<file path="config.mk">
export PLATFORM = sky130hd
export DESIGN_NAME = cpu_sequencer
export DESIGN_NICKNAME = d
export VERILOG_FILES = /design/src/rtl/cpu_sequencer_pkg.sv /design/src/rtl/cpu_sequencer_ir.sv /design/src/rtl/cpu_sequencer.sv
export SDC_FILE = /design/constraint.sdc
export NUM_CORES = 1
export LEC_CHECK = 0
export CORE_MARGIN = 5
export CORE_UTILIZATION = 47
export CTS_CLUSTER_SIZE = 14
export DETAILED_ROUTE_END_ITERATION = 10
export HOLD_SLACK_MARGIN = 0.15
export PLACE_DENSITY = 0.8
export SETUP_SLACK_MARGIN = 0.05
export SYNTH_ARGS = -nofsm -noshare
export SYNTH_HDL_FRONTEND = slang
export SYNTH_HIERARCHICAL = 1
export SYNTH_SLANG_ARGS = --single-unit
</file>
<file path="constraint.sdc">
create_clock -name CLK -period 2 [get_ports CLK]
set_input_delay 0.6 -clock CLK [delete_from_list [all_inputs] [get_ports CLK]]
set_output_delay 0.6 -clock CLK [all_outputs]
set_load 0.005 [all_outputs]
</file>
<file path="src/rtl/cpu_sequencer_pkg.sv">
// Shared definitions for the MU0 control sequencer and the instruction decoder.
// Contents:
//   OP_* constants  4-bit opcodes 0x0-0xA; codes 0xB-0xF are illegal and
//                   execute as a NOP.
//   state_e         the sequencer states.
//   needs_exec2()   1 for opcodes that use a second execute cycle.
package cpu_sequencer_pkg;

  localparam logic [3:0] OP_LDA = 4'h0;
  localparam logic [3:0] OP_STA = 4'h1;
  localparam logic [3:0] OP_ADD = 4'h2;
  localparam logic [3:0] OP_SUB = 4'h3;
  localparam logic [3:0] OP_JMP = 4'h4;
  localparam logic [3:0] OP_JGE = 4'h5;
  localparam logic [3:0] OP_JNE = 4'h6;
  localparam logic [3:0] OP_STP = 4'h7;
  localparam logic [3:0] OP_LDI = 4'h8;
  localparam logic [3:0] OP_LSL = 4'h9;
  localparam logic [3:0] OP_LSR = 4'hA;

  typedef enum logic [1:0] {
    S_FETCH = 2'd0,
    S_EXEC1 = 2'd1,
    S_EXEC2 = 2'd2,
    S_HALT  = 2'd3
  } state_e;

  // Memory-operand arithmetic and loads take a second execute cycle.
  function automatic logic needs_exec2(input logic [3:0] op);
    return (op == OP_LDA) || (op == OP_ADD) || (op == OP_SUB);
  endfunction

endpackage

</file>
<file path="src/rtl/cpu_sequencer_ir.sv">
// cpu_ir: the instruction register. It is a DATA_W-wide load-enable register
// with an asynchronous active-low reset. Its output is split into the opcode
// field and the operand field.
// Ports:
//   clk, rst_n  clock, async active-low reset (clears the register to 0)
//   load        capture d on the rising edge
//   d           instruction word
//   op          d[DATA_W-1:DATA_W-4] as last captured
//   operand     d[DATA_W-5:0] as last captured
module cpu_ir #(
  parameter int unsigned DATA_W = 16
) (
  input  logic              clk,
  input  logic              rst_n,
  input  logic              load,
  input  logic [DATA_W-1:0] d,
  output logic [3:0]        op,
  output logic [DATA_W-5:0] operand
);

  logic [DATA_W-1:0] ir_q;

  always_ff @(posedge clk or negedge rst_n) begin
    if (!rst_n) begin
      ir_q <= '0;
    end else if (load) begin
      ir_q <= d;
    end
  end

  assign op      = ir_q[DATA_W-1:DATA_W-4];
  assign operand = ir_q[DATA_W-5:0];

endmodule

</file>
<file path="src/rtl/cpu_sequencer.sv">
// cpu_sequencer: the MU0 control sequencer. It latches instruction words into
// the IR and drives the one-hot phase strobes that the decoder consumes. Each
// opcode gets one or two execute cycles. The sequencer halts on STP and
// counts retired instructions.
// Ports:
//   CLK, RST_N   clock, async active-low reset
//   RUN          1 lets the sequencer leave FETCH; 0 pauses it in FETCH
//   MEM_Q        memory read data; holds the instruction word during FETCH
//   FETCH/EXEC1/EXEC2  registered phase strobes; all are 0 once halted
//   OP, OPERAND  IR fields for the decoder
//   IR_LOAD      1 in the cycle in which IR captures MEM_Q
//   HALTED       sticky; set when STP retires
//   INSTR_CNT    retired-instruction count; wraps modulo 2^CNT_W
module cpu_sequencer
  import cpu_sequencer_pkg::*;
#(
  parameter int unsigned DATA_W = 16,
  parameter int unsigned CNT_W  = 16
) (
  input  logic              CLK,
  input  logic              RST_N,
  input  logic              RUN,
  input  logic [DATA_W-1:0] MEM_Q,
  output logic              FETCH,
  output logic              EXEC1,
  output logic              EXEC2,
  output logic [3:0]        OP,
  output logic [DATA_W-5:0] OPERAND,
  output logic              IR_LOAD,
  output logic              HALTED,
  output logic [CNT_W-1:0]  INSTR_CNT
);

  state_e           state_q;
  logic             fetch_q;
  logic             exec1_q;
  logic             exec2_q;
  logic             halted_q;
  logic [CNT_W-1:0] cnt_q;

  // Gating with RST_N keeps IR_LOAD low while reset is held, whatever RUN is.
  assign IR_LOAD = (state_q == S_FETCH) && RUN && RST_N;

  cpu_ir #(
    .DATA_W(DATA_W)
  ) u_ir (
    .clk    (CLK),
    .rst_n  (RST_N),
    .load   (IR_LOAD),
    .d      (MEM_Q),
    .op     (OP),
    .operand(OPERAND)
  );

  // The strobes are registered alongside the state. This keeps them
  // glitch-free for the decoder.
  always_ff @(posedge CLK or negedge RST_N) begin
    if (!RST_N) begin
      state_q  <= S_FETCH;
      fetch_q  <= 1'b1;
      exec1_q  <= 1'b0;
      exec2_q  <= 1'b0;
      halted_q <= 1'b0;
      cnt_q    <= '0;
    end else begin
      case (state_q)
        S_FETCH: begin
          if (RUN) begin
            state_q <= S_EXEC1;
            fetch_q <= 1'b0;
            exec1_q <= 1'b1;
          end
        end
        S_EXEC1: begin
          exec1_q <= 1'b0;
          if (needs_exec2(OP)) begin
            state_q <= S_EXEC2;
            exec2_q <= 1'b1;
          end else if (OP == OP_STP) begin
            state_q  <= S_HALT;
            halted_q <= 1'b1;
            cnt_q    <= cnt_q + CNT_W'(1);
          end else begin
            state_q <= S_FETCH;
            fetch_q <= 1'b1;
            cnt_q   <= cnt_q + CNT_W'(1);
          end
        end
        S_EXEC2: begin
          state_q <= S_FETCH;
          exec2_q <= 1'b0;
          fetch_q <= 1'b1;
          cnt_q   <= cnt_q + CNT_W'(1);
        end
        S_HALT: begin
          state_q <= S_HALT;
        end
        default: begin
          state_q <= S_FETCH;
          fetch_q <= 1'b1;
          exec1_q <= 1'b0;
          exec2_q <= 1'b0;
        end
      endcase
    end
  end

  assign FETCH     = fetch_q;
  assign EXEC1     = exec1_q;
  assign EXEC2     = exec2_q;
  assign HALTED    = halted_q;
  assign INSTR_CNT = cnt_q;

endmodule
</file>
==> flow_summary.yaml <==
clock_network:
  clock_latency_ns: 0.29
  cts.reportedPaths.clkPinSlew_ns: 0.08
  cts_buffers: 5
  cts_max_path_buffers: 2
  ctsHtreeMaxLevel: 2
  cts-root-buf: "clkbuf_8"
  cts_sinks: 38
  cts_tree: "yes"
drt:
  dr.first_iter.drc_count: 99
  ant_nets: 0
  wl_per_cell_um: 16.53
  drc_errors: 0
  routed-via-count: 1303
  wl_um: 4148
  firstDrtPassIters: 4
  routed_via_density: 5.191
sta:
  setup_viol_count_final: 0
  hold_slack_ns: 0.4184
  fin_skew_ns: 0.009135
  worst_slew_pin_slew_ns: 0.4834
  maxSlewViolCount: 0
  rsz0062_at_grt: "false"
  hold_violations: 0
  post-route-min-period_ns: 1.886
  max_freq_mhz: 530.2
  slew_headroom_pct: 67.78
  fin_crit_sh_pct: 94.30
synth:
  synthesis.nets: 156
  yosys-top-cells-area: "dfrtp_1 (49%), mux2_4 (8.0%), xnor2_1 (5.6%), mux2_2 (4.2%), ha_1 (4.0%)"
  seq_area_frac_synth_pct: 50.84
  netlist_area_um2: 1873
  syn_area_per_cell_um2: 14.30
  synth-seq-cells: 38
  syn_inst: 131
  yosys_warnings: 6
  synthDominantCellAreaShare_pct: 49.43
  synth_top_area_cell: "dfrtp_1"
  yosys.cell_types.count: 39
grt:
  grt_max_degree: 39
  grt_pass1_vias: 1433
  antenna_found_initial: 0
  grt_usage_pct: 17.48
  grt_pass1_wl_um: 7051
  overflow: 0
worst_setup_path:
  path_buf_inv: 1
  cp_slowest_cell: "clkdlybuf4s50_1"
  rr_endpoint: "INSTR_CNT[11]"
  cp.arrival_ns: 1.29
  path_max_fanout: 6
  critPathMaxStageDelay_ns: 0.55
  critPathLaunchType: "register"
  cp_cell_sequence: "clkdlybuf4s50_1"
  critical_path_class: "reg2out"
  end_kind: "output port"
  crit_family: "buffers and inverters"
  reg2reg_from: "state_q[1]"
  ff2ff_path_depth: 7
  crit_required_ns: 1.40
  reg2reg_setup_slack_ns: 0.31
floorplanning:
  die-area_um2: 5348
  rows: 23
  die_h_um: 73.13
  start_util_pct: 47.51
  core_area_um2: 3943
  ioPinCount: 56
  die_x_um: 73.13
pwr:
  p_seq_share_pct: 37.0
  sw_frac_of_total_pct: 32.85
  finalPower_mw: 3.566
  leakage_nw: 1.128
  ir_drop_mv: 0.8477
  switching_power_mw: 1.171
  p_per_area_nw_per_um2: 1365
  internal_power_mw: 2.394
  power.clock.fraction_pct: 15.5
  comb_power_share_pct: 47.5
final_layout:
  fillers: 297
  final_nets: 225
  area_growth_pct: 39.41
  seqCellArea_um2: 954.7
  drive_gt1_share_pct: 32.84
  multi_input_area_um2: 882.1
  antennaDiodeCount: 0
place:
  portBuffers: 55
  dp.final_hpwl_um: 3047
  place_congestion: 0.8017
status:
  outcome: "completed"
flow_run:
  drv_cap: 0
worst_hold_path:
  hp-class: "in2async"
==> what timing repair did <==
item | 4_1_cts | 5_1_grt
pin swaps | 1 | 1
endpoints found under the setup margin | 2 | 4
hold buffers | 0 | 0
buffers inserted | 1 | 0
gates resized for setup | 9 | 5
gates cloned | 0 | 0
==> worst max-delay path by stage <==
stage                             start            end  cells after the start
final                      INSTR_CNT[3]   INSTR_CNT[3]                      1
after global routing      u_ir/ir_q[13]          OP[1]                      1
after CTS                    state_q[1]        IR_LOAD                      4
after detailed placement            RUN        IR_LOAD                      3
after global placement              RUN        IR_LOAD                      3
after floorplan              state_q[1]  INSTR_CNT[13]                      7
==> synthesized netlist by cell type, drive strengths merged <==
master and instances:
and4 3, nand2 5, a22oi 1, a21boi 1, mux2 17, ha 6, xor2 1, xnor2 14
a41o 1, a31oi 3, and2b 1, o21ai 2, a41oi 1, nand3 7, nand2b 2, dfrtp 37
a31o 2, dfstp 1, a21oi 1, nor2b 1, nor2 4, nand4 7, a22o 1, inv 2
and3 7, buf 3
==> kinds of logic (layout without fill, tap and decap cells) <==
logic type	count (synthesis)	count (layout)	synth area share [%]
DFF	38	38	50.84
AOI/OAI and AO/OA	13	13	6.213
muxes	17	17	12.22
and+or+nand+nor	37	37	15.77
xor gates and xnor gates	15	15	7.816
adders and majority gates	6	6	4.008
buffers and inverters	5	75	3.140
==> routing by layer <==
| layer | GRT usage [%] | part of all wire [%] | up-vias |
|---|---|---|---|
| met3 | 6.749 | 9.1 | 9 |
| met2 | 27.21 | 47 | 51 |
| met1 | 21.48 | 43 | 633 |
| met5 | 0 | 0 | - |
| met4 | 7.582 | 1.5 | 0 |
| li1 | - | - | 610 |
==> stage by stage <==
stage                     instances  setup TNS, ns  setup slack (ns)  area, µm²  utilization (%)
after floorplan                 131              0            0.4024       1873                -
after global placement          242        -0.3419           -0.3419       2497            63.35
after detailed placement        242        -0.7658           -0.3897       2497            63.35
after CTS                       251              0           0.06540       2613            66.26
after global routing            251              0           0.04257       2611            66.23
final                           251              0            0.1140       2611            66.23
==> sequential cells by signal (all words and copies together), names as in the netlist <==
| signal | count |
|---|---|
| INSTR_CNT | 16 |
| u_ir/ir_q | 16 |
| state_q | 2 |
| EXEC1 | 1 |
| EXEC2 | 1 |
| FETCH | 1 |
| HALTED | 1 |
==> placed cells by master (no fill, tap or decap), types with 2 or more instances in the layout <==
master / netlist / final
mux2_2: 7 / 7
dfrtp_2: 0 / 2
o21ai_0: 2 / 2
dfrtp_1: 37 / 35
nand4_1: 4 / 4
a31oi_1: 2 / 2
a31o_2: 2 / 2
nand3_2: 5 / 5
xnor2_2: 2 / 2
nand3_1: 2 / 2
inv_2: 0 / 2
xnor2_1: 12 / 12
nand2_2: 2 / 2
nand4_4: 2 / 2
and4_1: 2 / 2
buf_4: 0 / 10
clkbuf_8: 0 / 6
nor2_1: 3 / 3
clkdlybuf4s50_1: 0 / 51
dlygate4sd2_1: 0 / 2
nand2_1: 3 / 3
ha_1: 6 / 4
mux2_4: 10 / 10
and3_1: 5 / 4
and3_4: 1 / 2
buf_2: 0 / 2
==> area by class of cell <==
| cell class | count | share of cell area (%) |
|---|---|---|
| Sequential cell | 38 | 36.56 |
| Tap cell | 50 | 2.396 |
| Clock inverter | 1 | 0.1917 |
| Timing Repair Buffer | 65 | 23.48 |
| Multi-Input combinational cell | 88 | 33.78 |
| Clock buffer | 7 | 3.306 |
| Inverter | 2 | 0.2875 |
==> power groups by stage <==
stage / clock (mW) / sequential [mW] / combinational [mW]
after global routing: 0.590 / 1.38 / 1.85
after floorplan: 0 / 1.32 / 0.858
final: 0.554 / 1.32 / 1.69
after global placement: 0 / 1.30 / 1.61
after CTS: 0.560 / 1.31 / 1.71
after detailed placement: 0 / 1.32 / 1.66
(Power assumes the default switching activity.)
